===== src/rtl/sender_sched.sv =====
`timescale 1ns/1ps
// sender_sched: scheduled GMII transmit engine.
// Fetches frame records from the TX slot RAM, drops records with a bad magic
// or illegal length, waits until global_counter reaches the record timestamp,
// then sends preamble/SFD, payload, zero padding up to MIN_LEN, FCS and IFG.
//
// Ports:
//   gmii_tx_clk       sole clock (125 MHz)
//   sys_rst_n         asynchronous active-low reset
//   global_counter    64-bit time base compared against record timestamps
//   enable            allows new frames to start (sampled in IDLE only)
//   gmii_txd/_tx_en   GMII transmit data / enable (registered)
//   slot_tx_eth_addr  slot RAM read address (mirrors mem_rd_ptr)
//   slot_tx_eth_q     slot RAM read data, one-cycle latency
//   mem_wr_ptr        writer pointer (whole records only)
//   mem_rd_ptr        reader pointer, word granular
//   busy              high whenever not IDLE
//   tx_frame_count    frames sent (wraps)
//   tx_drop_count     records dropped (saturates)
module sender_sched #(
  parameter int unsigned ADDR_W  = 14,
  parameter logic [15:0] MAGIC   = 16'h5555,
  parameter int unsigned MAX_LEN = 1514,
  parameter int unsigned MIN_LEN = 60,
  parameter int unsigned IFG_LEN = 12
) (
  input  logic              gmii_tx_clk,
  input  logic              sys_rst_n,
  input  logic [63:0]       global_counter,
  input  logic              enable,
  output logic [7:0]        gmii_txd,
  output logic              gmii_tx_en,
  output logic [ADDR_W-1:0] slot_tx_eth_addr,
  input  logic [15:0]       slot_tx_eth_q,
  input  logic [ADDR_W-1:0] mem_wr_ptr,
  output logic [ADDR_W-1:0] mem_rd_ptr,
  output logic              busy,
  output logic [31:0]       tx_frame_count,
  output logic [15:0]       tx_drop_count
);

  localparam logic [15:0]       MAX_W   = 16'(MAX_LEN);
  localparam logic [15:0]       MIN_W   = 16'(MIN_LEN);
  localparam logic [15:0]       IFG_W   = 16'(IFG_LEN);
  localparam logic [ADDR_W-1:0] PTR_ONE = ADDR_W'(1);

  typedef enum logic [3:0] {
    S_IDLE, S_HDR, S_WAIT_TS, S_PREAMBLE, S_DATA, S_PAD, S_FCS, S_IFG, S_DROP
  } state_t;

  state_t            state_q, state_d;
  logic [15:0]       cnt_q, cnt_d;
  logic [ADDR_W-1:0] ptr_q, ptr_d;
  logic [31:0]       crc_q, crc_d;
  logic [7:0]        txd_q, txd_d;
  logic              txen_q, txen_d;
  logic [31:0]       frame_q, frame_d;
  logic [15:0]       drop_q, drop_d;
  logic [15:0]       magic_q, len_q;
  logic [63:0]       ts_q;
  logic              hdr_bad;
  logic [7:0]        data_byte;
  logic [31:0]       fcs_sh;

  // Reflected IEEE 802.3 CRC-32, one byte, LSB first.
  function automatic logic [31:0] crc_byte(input logic [31:0] c, input logic [7:0] d);
    logic [31:0] r;
    logic        fb;
    r = c;
    for (int unsigned i = 0; i < 8; i++) begin
      fb = r[0] ^ d[i];
      r  = r >> 1;
      if (fb) r = r ^ 32'hEDB8_8320;
    end
    return r;
  endfunction

  assign hdr_bad   = (magic_q != MAGIC) || (len_q == '0) || (len_q > MAX_W);
  assign data_byte = cnt_q[0] ? slot_tx_eth_q[7:0] : slot_tx_eth_q[15:8];
  assign fcs_sh    = (~crc_q) >> {cnt_q[1:0], 3'b000};

  // The read pointer is bumped when the high byte of a word goes out; the RAM
  // still presents that word during the following (low byte) cycle, and the
  // next word is ready one cycle later, so DATA streams without gaps.
  // The pointer steps ahead of the RAM latency during HDR so it rests on the
  // first payload word when the header check is made.
  always_comb begin
    state_d = state_q;
    cnt_d   = cnt_q;
    ptr_d   = ptr_q;
    crc_d   = crc_q;
    txd_d   = '0;
    txen_d  = 1'b0;
    frame_d = frame_q;
    drop_d  = drop_q;
    unique case (state_q)
      S_IDLE: begin
        cnt_d = '0;
        if (enable && (ptr_q != mem_wr_ptr)) begin
          state_d = S_HDR;
          ptr_d   = ptr_q + PTR_ONE;
        end
      end
      S_HDR: begin
        cnt_d = cnt_q + 16'd1;
        if (cnt_q < 16'd7) ptr_d = ptr_q + PTR_ONE;
        if (cnt_q == 16'd8) begin
          cnt_d   = '0;
          state_d = hdr_bad ? S_DROP : S_WAIT_TS;
        end
      end
      S_WAIT_TS: begin
        crc_d = '1;
        if (global_counter >= ts_q) begin
          txen_d  = 1'b1;
          txd_d   = 8'h55;
          cnt_d   = 16'd1;
          state_d = S_PREAMBLE;
        end
      end
      S_PREAMBLE: begin
        txen_d = 1'b1;
        cnt_d  = cnt_q + 16'd1;
        if (cnt_q == 16'd7) begin
          txd_d   = 8'hD5;
          cnt_d   = '0;
          state_d = S_DATA;
        end else begin
          txd_d = 8'h55;
        end
      end
      S_DATA: begin
        txen_d = 1'b1;
        txd_d  = data_byte;
        crc_d  = crc_byte(crc_q, data_byte);
        cnt_d  = cnt_q + 16'd1;
        if (!cnt_q[0]) ptr_d = ptr_q + PTR_ONE;
        if (cnt_q + 16'd1 == len_q) begin
          if (cnt_q + 16'd1 < MIN_W) begin
            state_d = S_PAD;
          end else begin
            cnt_d   = '0;
            state_d = S_FCS;
          end
        end
      end
      S_PAD: begin
        txen_d = 1'b1;
        txd_d  = 8'h00;
        crc_d  = crc_byte(crc_q, 8'h00);
        cnt_d  = cnt_q + 16'd1;
        if (cnt_q + 16'd1 == MIN_W) begin
          cnt_d   = '0;
          state_d = S_FCS;
        end
      end
      S_FCS: begin
        txen_d = 1'b1;
        txd_d  = fcs_sh[7:0];
        cnt_d  = cnt_q + 16'd1;
        if (cnt_q == 16'd3) begin
          cnt_d   = '0;
          frame_d = frame_q + 32'd1;
          state_d = S_IFG;
        end
      end
      // One extra cycle here: the last FCS byte is still on the bus during the
      // first IFG cycle because the GMII outputs are registered.
      S_IFG: begin
        cnt_d = cnt_q + 16'd1;
        if (cnt_q == IFG_W) begin
          cnt_d   = '0;
          state_d = S_IDLE;
        end
      end
      S_DROP: begin
        ptr_d   = mem_wr_ptr;
        if (drop_q != 16'hFFFF) drop_d = drop_q + 16'd1;
        state_d = S_IDLE;
      end
      default: state_d = S_IDLE;
    endcase
  end

  always_ff @(posedge gmii_tx_clk or negedge sys_rst_n) begin
    if (!sys_rst_n) begin
      state_q <= S_IDLE;
      cnt_q   <= '0;
      ptr_q   <= '0;
      crc_q   <= '1;
      txd_q   <= '0;
      txen_q  <= 1'b0;
      frame_q <= '0;
      drop_q  <= '0;
      magic_q <= '0;
      len_q   <= '0;
      ts_q    <= '0;
    end else begin
      state_q <= state_d;
      cnt_q   <= cnt_d;
      ptr_q   <= ptr_d;
      crc_q   <= crc_d;
      txd_q   <= txd_d;
      txen_q  <= txen_d;
      frame_q <= frame_d;
      drop_q  <= drop_d;
      if (state_q == S_HDR) begin
        unique case (cnt_q)
          16'd0:                      magic_q <= slot_tx_eth_q;
          16'd1:                      len_q   <= slot_tx_eth_q;
          16'd2, 16'd3, 16'd4, 16'd5: ts_q    <= {ts_q[47:0], slot_tx_eth_q};
          default: ;
        endcase
      end
    end
  end

  assign gmii_txd         = txd_q;
  assign gmii_tx_en       = txen_q;
  assign mem_rd_ptr       = ptr_q;
  assign slot_tx_eth_addr = ptr_q;
  assign busy             = (state_q != S_IDLE);
  assign tx_frame_count   = frame_q;
  assign tx_drop_count    = drop_q;

endmodule


===== config.mk =====
export PLATFORM = sky130hd
export DESIGN_NAME = sender_sched
export DESIGN_NICKNAME = d
export VERILOG_FILES = /design/src/rtl/sender_sched.sv
export SDC_FILE = /design/constraint.sdc
export NUM_CORES = 1
export LEC_CHECK = 0
export CAP_MARGIN = 10
export CORE_ASPECT_RATIO = 1.2
export CORE_UTILIZATION = 60
export CTS_BUF_LIST = sky130_fd_sc_hd__clkbuf_4 sky130_fd_sc_hd__clkbuf_8
export DETAILED_ROUTE_END_ITERATION = 8
export GPL_ROUTABILITY_DRIVEN = 0
export PLACE_DENSITY = 0.91
export SKIP_LAST_GASP = 1
export SYNTH_ARGS = -nofsm -noshare
export SYNTH_HDL_FRONTEND = slang
export SYNTH_SLANG_ARGS = --single-unit

===== constraint.sdc =====
create_clock -name gmii_tx_clk -period 5.75 [get_ports gmii_tx_clk]
set_input_delay 1.725 -clock gmii_tx_clk [delete_from_list [all_inputs] [get_ports gmii_tx_clk]]
set_output_delay 1.725 -clock gmii_tx_clk [all_outputs]
set_load 0.03 [all_outputs]

==> impl_results.md <==
- Post-DP HPWL: around 26,000 um
- GRT overflow: 0
- Die Height: ~170 um
- Vias in the first global route: 12.0k
- Sw Share: a little under half
- Largest net degree at the start of global routing: ~110
- Worst vdd ir: about 0.00074 V
- Layout area overhead: 19.5%
- Synth Register Bits: around 220
- Starting Density: between 60% and 70%
- P_leak: a little under 7 nW
- Fill cells: 1,510
- FF-to-FF Start: cnt_q[1]
- Slowest CP cell: o41ai_1
- Final Max Tran Viols: 0
- Core Area: approximately 22,000 um^2
- Worst-path fanout max: 4
- Crit-path leading delay family: compound AO/OA/AOI/OAI gates
- Initial antenna violation count: 0
- Combinational power share: 57.4%
- Share of layout cells above drive strength 1: about an eighth
- Stages on the worst setup path: 11
- Final instance area: 16,400 um^2
- Layout Nets: ~1.8k
- Setup_tns: 0 ps
- Period utilisation layout: between 80 and 90%
- CP cell instances: clkdlybuf4s50_1, inv_1, ha_1, nand2b_1, a2111oi_0, nor4_1, o41ai_1, a21oi_1, o41ai_1, nor3_1, or2_2
- CP startpoint: global_counter[0]
- Placed insts: between 1.5k and 2k
- Root Driver: clkbuf_8
- Layout Skew: approximately 37 ps
- Pwr Density: between 600 and 700 nW/um^2
- Syn Inst Count: between 1k and 1.5k
- PortBufs: around 180
- CP bufs+invs: 2
- WL final: about 36,000 um
- CTS clk-pin slew, worst paths: 60 ps
- Syn Nets: 1,607
- Main area contributors after synthesis: dfrtp_1 34%, xnor2_1 8.7%, ha_1 6.5%, dfstp_2 6.1%, xor2_1 4.8%
- Most common cell in the netlist: dfrtp_1
- Sequential share of the synthesized area: ~40%
- Most common cell on crit path: o41ai_1
- Crit end category: flop
- Startpoint types: primary input
- Synth warnings: 0
- Pre-antenna DRT Iters: 6
- Cell type with the largest total area after synthesis: dfrtp_1
- CTS tree: done
- Crit path kind: primary input to flop
- CTS-repair resized insts: 0
- Max-Cap Viols: 0
- Post-route ant nets: 0
- Primary FF master, synth: dfrtp_1
- Max Freq: between 0.2 and 0.25 GHz
- Critical path arrival: around 5300 ps
- Rel. slew slack: 20.7%
- Clock sinks: 219
- Total net switching power: 4.69 mW
- Reg2Reg Depth: 9
- Fin crit period: 4920 ps
- Post-synth EDFFs: 0
- Clk Latency, worst-skew pair: approximately 540 ps
- DR vias: 11.7k
- Cell Area, Synth: 13,800 um^2
- First-pass GRT wire length: approximately 59,000 um
- Final Core Density: about 73%
- Hold_buf cts: 0
- H-tree depth: 2
- CP peak stage delay: between 700 and 800 ps
- Pint: 5.71 mW
- Io pins: between 150 and 200
- FP Rows: 60
- Gr usage total: between 30% and 40%
- Die W: 140 um
- Clock share of power: between 10 and 15%
- Setup violations, final: 0
- Asr flop ratio synth: between 90% and 100%
- Die area: 23,500 um^2
- RSZ-0062 raised after global routing: false
- Tightest Pin Transition: around 1200 ps
- Post-synth top cells: 187 x dfrtp_1, 136 x xnor2_1, 113 x nand2_1, 104 x nor2_1, 96 x o21ai_0
- Outcome: completed
- DR WL/cell: roughly 19 um
- DP Area: around 16,000 um^2
- Post-synth top area share: between 30% and 40%
- Hold path startpoint: tx_frame_count[31]
- Setup Fix Bufs, Post-CTS: 0
- Post-route insts no fill: between 1.5k and 2k
- Iter 0 DRT Violations: 958
- CTS Buf Count: 36
- Ant diodes: 0
- Hold crit path type: flop to flop
- DRC: 0
- Hold Violations, Final: 0
- Synth unique cells: between 70 and 80
- Sequential group share of total power: about 28%
- CTS max path bufs: 3
- Vias/cell: ~6.2
- CP required: around 6200 ps
- Worst hold stages: 1
- Syn Area/Cell: 9.56 um^2
==> sequential cells by signal, indices dropped and copies added, names as in the netlist <==
name	cells
cnt_q	16
mem_rd_ptr	14
len_q	16
ts_q	64
crc_q	32
tx_drop_count	16
gmii_txd	8
tx_frame_count	32
gmii_tx_en	1
magic_q	16
state_q	4
==> power by group through the flow <==
stage,registers (mW),clock network (mW),logic [mW]
after CTS,2.91,1.51,5.89
after detailed placement,2.92,0,5.81
after floorplan,2.77,0,4.49
after global placement,2.88,0,5.53
final,2.94,1.49,5.97
after global routing,3.00,1.58,6.45
==> worst register-to-register path, cell delays in order (launching register included) <==
cell and delay (ps):
dfrtp_1 850, ha_1 530, nand4_1 280, nor4_2 680
xnor2_1 190, nand4b_1 190, o31a_1 380, or3_4 500
nor2_1 450, o221ai_1 180
==> metrics by stage <==
stage	worst slack, ps	hold WS (ps)	total power, mW
final	834	479	10.4
after global routing	734	496	11.0
after CTS	1000	484	10.3
after detailed placement	471	470	8.73
after global placement	618	460	8.41
after floorplan	1840	450	7.26
==> placed cells by master (no fill, tap or decap), types with 8 or more instances in the layout <==
| master | Yosys | layout |
|---|---|---|
| o22ai_1 | 24 | 24 |
| and4_1 | 13 | 13 |
| nand4_1 | 29 | 29 |
| nand3_1 | 38 | 38 |
| nor4_1 | 19 | 19 |
| and3_1 | 21 | 21 |
| clkbuf_8 | 0 | 52 |
| ha_1 | 71 | 71 |
| o22a_1 | 10 | 10 |
| nand2_1 | 113 | 113 |
| dfstp_2 | 32 | 32 |
| xor2_1 | 75 | 75 |
| inv_1 | 86 | 86 |
| mux4_2 | 8 | 8 |
| clkdlybuf4s50_1 | 0 | 181 |
| o21ai_0 | 96 | 96 |
| mux2_2 | 50 | 50 |
| a221oi_1 | 13 | 13 |
| dfrtp_1 | 187 | 187 |
| buf_4 | 18 | 9 |
| mux2i_1 | 16 | 16 |
| xnor2_1 | 136 | 136 |
| a21oi_1 | 62 | 62 |
| nor3_1 | 23 | 22 |
| or3_1 | 9 | 9 |
| nor2_1 | 104 | 104 |
==> layer usage <==
| layer | global-route usage [%] | share of wire (%) | routed length (um) | up-vias |
|---|---|---|---|---|
| met1 | 35.5 | 37 | 13300 | 5583 |
| met4 | 18.3 | 5.3 | 1930 | 0 |
| li1 | - | - | - | 5324 |
| met5 | 0 | 0 | 0 | - |
| met2 | 54.2 | 50 | 18100 | 605 |
| met3 | 6.34 | 8.0 | 2880 | 175 |
==> kinds of logic (layout without fill, tap and decap cells) <==
logic type,count (synthesis),count (layout),synth area share (%)
buffers and inverters,176,346,5.44
muxes,74,74,6.57
xor gates and xnor gates,214,214,13.8
AOI/OAI and AO/OA,271,271,12.3
adders and majority gates,71,71,6.46
DFF,219,219,40.1
and+or+nand+nor,414,414,15.3
==> path summary, 6_finish.rpt <==
path	to	slack [ps]
setup / recovery	gmii_txd[0]	830
hold / removal	tx_frame_count[31]	480
setup reg to reg	cnt_q[13]	1320
hold reg to reg	tx_frame_count[31]	480
max in group asynchronous	cnt_q[8]	3360
min in group asynchronous	tx_frame_count[20]	1200
==> cell type report <==
| cell class | count | area (um^2) | share of cell area, % |
|---|---|---|---|
| clock buffer | 59 | 768 | 4.67 |
| clock inverter | 6 | 36.3 | 0.221 |
| inverter | 87 | 327 | 1.99 |
| multi-input combinational | 1044 | 7500 | 45.6 |
| sequential | 219 | 5520 | 33.6 |
| tap | 279 | 349 | 2.12 |
| timing repair buffer | 194 | 1940 | 11.8 |
Note: power is estimated with default switching activity, not from simulation.
